--- src/rtl/dmem_pkg.sv ---
// Shared constants for the RV32I data-memory arbiter: store types, guard FSM
// state encoding and memory-owner encoding.
package dmem_pkg;

    localparam logic [1:0] ST_SW   = 2'b00;
    localparam logic [1:0] ST_SH   = 2'b01;
    localparam logic [1:0] ST_SB   = 2'b10;
    localparam logic [1:0] ST_NONE = 2'b11;

    typedef enum logic {
        GS_NORMAL = 1'b0,
        GS_FORCE  = 1'b1
    } guard_state_e;

    typedef enum logic [1:0] {
        OWN_NONE = 2'b00,
        OWN_CPU  = 2'b01,
        OWN_DMA  = 2'b10
    } owner_e;

    function automatic logic [31:0] word_align(input logic [31:0] addr);
        return {addr[31:2], 2'b00};
    endfunction

endpackage

--- src/rtl/dmem_starve_guard.sv ---
// Starvation guard: counts consecutive cycles where the CPU blocks a pending DMA
// request and forces a single DMA slot once STARVE_LIMIT is reached.
//
// state     | meaning
// ----------+--------------------------------------------------------------
// GS_NORMAL | CPU has priority; starve_cnt tracks denied DMA cycles
// GS_FORCE  | one cycle where DMA owns DMEM and a requesting CPU is stalled
module dmem_starve_guard
    import dmem_pkg::*;
#(
    parameter int STARVE_LIMIT = 8
) (
    input  logic clock,
    input  logic reset_n,
    input  logic cpu_req,
    input  logic dma_req,
    input  logic dma_gnt,
    output logic force_dma
);

    localparam logic [7:0] LIMIT_M1 = 8'(STARVE_LIMIT - 1);

    guard_state_e state_q, state_d;
    logic [7:0]   starve_cnt_q, starve_cnt_d;
    logic         force_q, force_d;

    always_comb begin
        state_d      = state_q;
        starve_cnt_d = starve_cnt_q;
        case (state_q)
            GS_NORMAL: begin
                if (dma_gnt || !dma_req) begin
                    starve_cnt_d = 8'd0;
                end else if (cpu_req) begin
                    if (starve_cnt_q == LIMIT_M1) begin
                        state_d      = GS_FORCE;
                        starve_cnt_d = 8'd0;
                    end else begin
                        starve_cnt_d = starve_cnt_q + 8'd1;
                    end
                end
            end
            GS_FORCE: begin
                state_d      = GS_NORMAL;
                starve_cnt_d = 8'd0;
            end
            default: begin
                state_d      = GS_NORMAL;
                starve_cnt_d = 8'd0;
            end
        endcase
        force_d = (state_d == GS_FORCE);
    end

    always_ff @(posedge clock or negedge reset_n) begin
        if (!reset_n) begin
            state_q      <= GS_NORMAL;
            starve_cnt_q <= 8'd0;
            force_q      <= 1'b0;
        end else begin
            state_q      <= state_d;
            starve_cnt_q <= starve_cnt_d;
            force_q      <= force_d;
        end
    end

    assign force_dma = force_q;

endmodule

--- src/rtl/dmem_arbiter_rv32i.sv ---
// Shares the single-port DMEM between the CPU load/store path (combinational
// priority) and a DMA/debug port. Starvation guard built when DMEM_ARB_STARVE_GUARD_EN is defined.
module dmem_arbiter_rv32i
    import dmem_pkg::*;
#(
    parameter int STARVE_LIMIT = 8
) (
    input  logic        clock,
    input  logic        reset_n,
    input  logic        cpu_req,
    input  logic        cpu_store,
    input  logic [1:0]  cpu_storetype,
    input  logic [31:0] cpu_addr,
    input  logic [31:0] cpu_wdata,
    output logic        cpu_stall,
    output logic [31:0] cpu_rdata,
    input  logic        dma_req,
    input  logic        dma_we,
    input  logic [31:0] dma_addr,
    input  logic [31:0] dma_wdata,
    output logic        dma_gnt,
    output logic [31:0] dma_rdata,
    output logic        dma_rvalid,
    output logic        mem_store,
    output logic [1:0]  mem_storetype,
    output logic [31:0] mem_addr,
    output logic [31:0] mem_wdata,
    input  logic [31:0] mem_rdata
);

    if (STARVE_LIMIT < 1 || STARVE_LIMIT > 255) begin : g_bad_limit
        $error("dmem_arbiter_rv32i: STARVE_LIMIT must be 1..255");
    end

    logic   force_dma;
    owner_e owner;

`ifdef DMEM_ARB_STARVE_GUARD_EN
    dmem_starve_guard #(
        .STARVE_LIMIT (STARVE_LIMIT)
    ) u_starve_guard (
        .clock     (clock),
        .reset_n   (reset_n),
        .cpu_req   (cpu_req),
        .dma_req   (dma_req),
        .dma_gnt   (dma_gnt),
        .force_dma (force_dma)
    );
`else
    assign force_dma = 1'b0;
`endif

    // A forced slot whose DMA request vanished hands the cycle back to the CPU,
    // so an unstalled CPU never loses its access.
    always_comb begin
        if (force_dma && dma_req) begin
            owner = OWN_DMA;
        end else if (cpu_req) begin
            owner = OWN_CPU;
        end else if (dma_req) begin
            owner = OWN_DMA;
        end else begin
            owner = OWN_NONE;
        end
    end

    always_comb begin
        mem_store     = 1'b0;
        mem_storetype = ST_NONE;
        mem_addr      = 32'd0;
        mem_wdata     = 32'd0;
        case (owner)
            OWN_CPU: begin
                mem_store     = cpu_store & reset_n;
                mem_storetype = cpu_storetype;
                mem_addr      = cpu_addr;
                mem_wdata     = cpu_wdata;
            end
            OWN_DMA: begin
                mem_store     = dma_we & reset_n;
                mem_storetype = ST_SW;
                mem_addr      = word_align(dma_addr);
                mem_wdata     = dma_wdata;
            end
            default: ;
        endcase
    end

    assign dma_gnt   = (owner == OWN_DMA) && reset_n;
    assign cpu_stall = force_dma && dma_req && cpu_req && reset_n;
    assign cpu_rdata = mem_rdata;

    logic [31:0] dma_rdata_q, dma_rdata_d;
    logic        dma_rvalid_q, dma_rvalid_d;

    always_comb begin
        dma_rvalid_d = dma_gnt && !dma_we;
        dma_rdata_d  = dma_rvalid_d ? mem_rdata : dma_rdata_q;
    end

    always_ff @(posedge clock or negedge reset_n) begin
        if (!reset_n) begin
            dma_rdata_q  <= 32'd0;
            dma_rvalid_q <= 1'b0;
        end else begin
            dma_rdata_q  <= dma_rdata_d;
            dma_rvalid_q <= dma_rvalid_d;
        end
    end

    assign dma_rdata  = dma_rdata_q;
    assign dma_rvalid = dma_rvalid_q;

endmodule

--- config.mk ---
export PLATFORM = sky130hd
export DESIGN_NAME = dmem_arbiter_rv32i
export DESIGN_NICKNAME = d
export VERILOG_FILES = /design/src/rtl/dmem_pkg.sv /design/src/rtl/dmem_starve_guard.sv /design/src/rtl/dmem_arbiter_rv32i.sv
export SDC_FILE = /design/constraint.sdc
export NUM_CORES = 1
export LEC_CHECK = 0
export ABC_AREA = 1
export CAP_MARGIN = 20
export CORE_AREA = 4 4 114 116
export DETAILED_ROUTE_END_ITERATION = 16
export DIE_AREA = 0 0 118 120
export GPL_ROUTABILITY_DRIVEN = 1
export PLACE_DENSITY = 0.63
export RECOVER_POWER = 25
export SLEW_MARGIN = 30
export SYNTH_ARGS = -nofsm -noshare
export SYNTH_HDL_FRONTEND = slang
export SYNTH_HIERARCHICAL = 1
export SYNTH_SLANG_ARGS = --single-unit
--- constraint.sdc ---
create_clock -name clock -period 1.5 [get_ports clock]
set_input_delay 0.3 -clock clock [delete_from_list [all_inputs] [get_ports clock]]
set_output_delay 0.3 -clock clock [all_outputs]
set_load 0.02 [all_outputs]
==> flow_summary.ini, run 1 <==
[cts]
cts_buffer_depth = 2
cts_tree = done
clock_sinks = 33
cts_buffers = 5
path_clk_slew_ps = 50
h-tree-depth = 2
clkLatencyLatePin_ps = 270
root_buffer = clkbuf_16
cts_hold_buf = 0

[global_route]
grt_pass1_vias = 3710
grtUsageTotal_pct = 18.7
grt_pass1_wl_mm = 21.0
grt_overflow_total = 0
grt_max_degree = 42
antenna_found_initial = 0

[placement]
dp_hpwl_mm = 10.7
pre_cts_slack_ps = -857
place_area_mm2 = 0.00561
dp_cells = 825
place.gp.congestion = 0.950
portBuffers = 298

[cells_and_area]
fillCellCount = 1141
postLayoutCellArea_mm2 = 0.00605
area_growth_pct = 150
diodes = 0
stdcell_count = 842
fin_util_pct = 50.8
drive_gt1_share_pct = 27.2
fin_nets = 862

[synth]
synth_top_area_share_pct = 39.2
synth.top_cells.by_count = 253 x nand2_1, 36 x buf_4, 33 x dfrtp_1, 33 x nand4_1, 16 x buf_2
yosysUniqueCellTypes = 14
async_flop_share_pct = 100
yosysWarningCount = 6
synth-edff-count = 0
netlist_area_mm2 = 0.00242
synth.most_common_cell = nand2_1
synthCells = 394
ys_seq_area_share_pct = 34.1
syn-num-nets = 562
synth.area.top_cells = nand2_1 39%, dfrtp_1 34%, buf_4 11%, nand4_1 8.5%, buf_2 3.3%
ys_ff_latch = 33
synth_top_area_cell = nand2_1
syn_avg_cell_area_um2 = 6.15
synth-main-ff-cell = dfrtp_1

[worst_setup_path]
critPathKind = in2out
critPathLaunchType = input pin
cp.arrival_ps = 1220
worst_setup_path_end_kind = output port
critPathRequiredTime_ps = 1200
cp_max_fo = 7

[sta]
fin_crit_sh_pct = 102
fin_crit_ps = 1520
slew_violations = 0
fmax_mhz = 656
skew_ps = 0
rsz0062_at_grt = true
hold_violations = 0
setup_violations = 4
worst_slack_ps = -23.8

[route]
drt_iter0_markers = 178
wire_per_inst_um = 16.7
drc = 0
drt-vias-per-instance = 4.28
vias = 3607
drt-pass1-iter-count = 4
postRouteAntennaNets = 0
drt_wl_total_mm = 14.1

[die]
die_y_um = 120
core_mm2 = 0.0119
start_util_pct = 20.3
die_area_mm2 = 0.0142
io_pins = 302
std_cell_rows = 40
fp.dieW_um = 118

[power]
power_leakage_nw = 3.21
power_w = 0.00430
vdd_ir_drop_max_uv = 489
powerDensity_mw_per_mm2 = 711

[run]
cap_viol_max_count = 0

[worst_hold_path]
min_path_type = in2async

[status]
outcome = finished, violations left
violations = setup timing
## worst max-delay path, stage by stage
cell	delay, ps
buf_8	110
nor2_4	160
buf_6	120
buf_6	120
buf_12	150
nand2_1	70
nand2_2	80
buf_6	120
## cells in the final DEF, fill, tap and decap left out, drive strengths merged, types with 2 or more instances in the layout
cell type,n
nand2,253
clkdlybuf4s50,162
buf,122
dlygate4sd2,64
nand4,33
dfrtp,33
clkbuf,10
inv,6
nor2,5
clkinv,2
clkdlybuf4s15,2
## worst paths after layout
| kind | slack (ps) | startpoint | depth (start not counted) | end |
|---|---|---|---|---|
| worst max register to register | 900 | dma_rdata[21] | 2 | dma_rdata[21] |
| worst min-delay path | 210 | reset_n | 2 | dma_rdata[16] |
| min in group clock | 460 | reset_n | 4 | dma_rdata[16] |
| max in group asynchronous | 750 | reset_n | 3 | dma_rdata[21] |
| worst min register to register | 460 | dma_rdata[16] | 2 | dma_rdata[16] |
| worst max-delay path | -20 | cpu_req | 8 | mem_wdata[5] |
## kinds of logic (layout without fill, tap and decap cells)
logic type,Yosys count,in the layout,share of synthesized area [%]
other,1,1,0.155
buffers and inverters,67,368,16.8
flip-flops,33,33,34.1
AND/OR/NAND/NOR,292,292,48.8
AO/OA/AOI/OAI,1,1,0.206
## where the power goes
group	switching (W)	total (W)	internal (W)
Clock	0.000357	0.00106	0.000702
Combinational	0.00107	0.00211	0.00104
Sequential	0.0000778	0.00113	0.00105
## repair_timing
item / 4_1_cts / 5_1_grt
gates cloned: 6 / 0
endpoints found under the setup margin: 165 / 84
setup buffers: 8 / 0
pin swaps: 4 / 25
gates resized for setup: 392 / 113
## state kept, by name (all words and copies together), names as in the netlist
signal and count:
dma_rvalid 1, dma_rdata 32
## through the flow
stage | hold WS, ps | TNS, ps
6_report | 206 | -57.0
5_1_grt | 231 | -741
4_1_cts | 132 | -133
3_5_place_dp | 423 | -69160
3_3_place_gp | 427 | -68250
2_1_floorplan | 4.41 | 0
## final cells by class
class | count | area [um2] | area share (%)
Timing Repair Buffer | 353 | 3440 | 56.9
Multi-Input combinational cell | 294 | 1410 | 23.3
Sequential cell | 33 | 826 | 13.6
Tap cell | 147 | 184 | 3.04
Clock buffer | 7 | 153 | 2.52
Inverter | 7 | 30.0 | 0.496
Clock inverter | 1 | 5.00 | 0.0827
## per-layer routing
metal / GRT usage, % / part of all wire, % / wire length, um
met4: 3.15 / 1.1 / 152
met1: 20.6 / 38 / 5390
met2: 35.9 / 54 / 7580
met5: 0 / 0 / 0
met3: 5.61 / 6.8 / 953
No activity file was read; power rests on OpenSTA's default activity.
==> inputs of run 2 (changes only) <==
--- a/config.mk
+++ b/config.mk
@@ -11,6 +11,7 @@
 export DETAILED_ROUTE_END_ITERATION = 16
 export DIE_AREA = 0 0 118 120
 export GPL_ROUTABILITY_DRIVEN = 1
+export MAX_ROUTING_LAYER = met4
 export PLACE_DENSITY = 0.63
 export RECOVER_POWER = 25
 export SLEW_MARGIN = 30
==> flow_summary.ini, run 2 (synthesis gave the netlist of run 1 again) <==
[status]
outcome = finished, violations left
violations = setup timing

[route]
drt-pass1-iter-count = 4
drt-vias-per-instance = 4.24
dr_wl_met2_mm = 6.96
drt_iter0_markers = 121
drt-met1-wl_mm = 5.16
postRouteAntennaNets = 0
wire_per_inst_um = 15.8
drt_wl_total_mm = 13.3
vias = 3569
drc = 0
highest_layer = met4
wl_met3_mm = 1.02

[die]
io_pins = 302
std_cell_rows = 40
fp.dieW_um = 118
die_area_mm2 = 0.0142
start_util_pct = 20.3
die_y_um = 120
core_mm2 = 0.0119

[cts]
path_clk_slew_ps = 60
cts_buffer_depth = 2
cts_hold_buf = 0
root_buffer = clkbuf_16
clkLatencyLatePin_ps = 270
clock_sinks = 33
cts_buffers = 5
cts_tree = done
h-tree-depth = 2

[power]
vdd_ir_drop_max_uv = 473
p_comb_share_pct = 48.0
p_int_w = 0.00260
p_clk_share_pct = 24.1
switching_share_pct = 35.8
p_seq_share_pct = 27.9
power_leakage_nw = 3.03
p_sw_w = 0.00145
power_w = 0.00406
powerDensity_mw_per_mm2 = 723

[worst_setup_path]
critPathRequiredTime_ps = 1200
cp.arrival_ps = 1200
critPathKind = in2out
critPathLaunchType = input pin
cp_max_fo = 2
rrSetupSlack_ps = 880
worst_setup_path_end_kind = output port

[sta]
fin_crit_ps = 1500
setup_violations = 1
slew_violations = 0
hold_violations = 0
worst_slack_ps = -0.129
skew_ps = 0
fin_crit_sh_pct = 100
holdWs_ps = 2.45
setup-tns-final_ps = -0.129
fmax_mhz = 667
rsz0062_at_grt = true

[placement]
place.gp.congestion = 0.923
portBuffers = 298
dp_hpwl_mm = 10.6

[cells_and_area]
layout_commonest_cell = nand2_1
fin_nets = 862
drive_gt1_share_pct = 19.7
diodes = 0
largest_reg_flops = 32
fillCellCount = 1233
area_growth_pct = 131
ff_latch_area_um2 = 826
final_cell_mix = 251 x nand2_1, 162 x clkdlybuf4s50_1, 65 x dlygate4sd2_1
multiInputGateArea_mm2 = 0.00120

[global_route]
grt_pass1_wl_mm = 19.8
antenna_found_initial = 0
grtUsageTotal_pct = 18.0
grt_pass1_vias = 3475
grt_max_degree = 55
grt_overflow_total = 0

[run]
cap_viol_max_count = 0

[worst_hold_path]
min_path_type = in2async
==> run 2: area by class of cell <==
cell class	instances	area share, %
clock inverter	3	0.312
tap	147	3.28
inverter	7	0.469
multi-input combinational	294	21.4
clock buffer	5	2.23
sequential	33	14.7
timing repair buffer	353	57.6
==> run 2: path summary, 6_finish.rpt <==
path,startpoint,endpoint,depth (start not counted)
hold / removal,reset_n,dma_rdata[17],2
max in group asynchronous,reset_n,dma_rdata[23],3
min in group clock,reset_n,dma_rdata[16],4
hold reg to reg,dma_rdata[18],dma_rdata[18],2
setup reg to reg,dma_rdata[17],dma_rdata[17],2
setup / recovery,dma_we,mem_store,4
==> run 2: per-stage QoR <==
step / worst slack [ps] / util, % / area [um2] / std cells
after detailed placement: -863 / 47.3 / 5630 / 827
final: -0.129 / 47.1 / 5610 / 842
after global routing: -66.7 / 47.1 / 5610 / 842
after global placement: -839 / 47.3 / 5630 / 827
after CTS: -6.52 / 47.2 / 5620 / 843
after floorplan: 159 / - / 2420 / 394
==> run 2: power groups by stage <==
| stage | Clock (W) | Combinational [W] | Sequential, W |
|---|---|---|---|
| 2_1_floorplan | 0 | 0.000641 | 0.00135 |
| 3_3_place_gp | 0 | 0.00213 | 0.00115 |
| 3_5_place_dp | 0 | 0.00215 | 0.00115 |
| 4_1_cts | 0.00102 | 0.00197 | 0.00114 |
| 5_1_grt | 0.00106 | 0.00208 | 0.00116 |
| 6_report | 0.000978 | 0.00195 | 0.00113 |
==> run 2: worst max-delay path: stages <==
cell and delay, ps:
clkdlybuf4s50_1 460, clkinv_1 100, o21ai_1 170, buf_4 160
==> run 2: timing repair <==
action	4_1_cts	5_1_grt
buffers inserted	5	0
pin swaps	2	1
gates resized for setup	360	9
setup endpoints to repair	165	49
cloned	3	0
==> run 2: metal layers <==
layer | global-route usage [%] | up-vias
met2 | 32.2 | 176
li1 | - | 1790
met5 | - | -
met1 | 20.6 | 1591
met4 | 2.78 | 0
met3 | 4.95 | 12
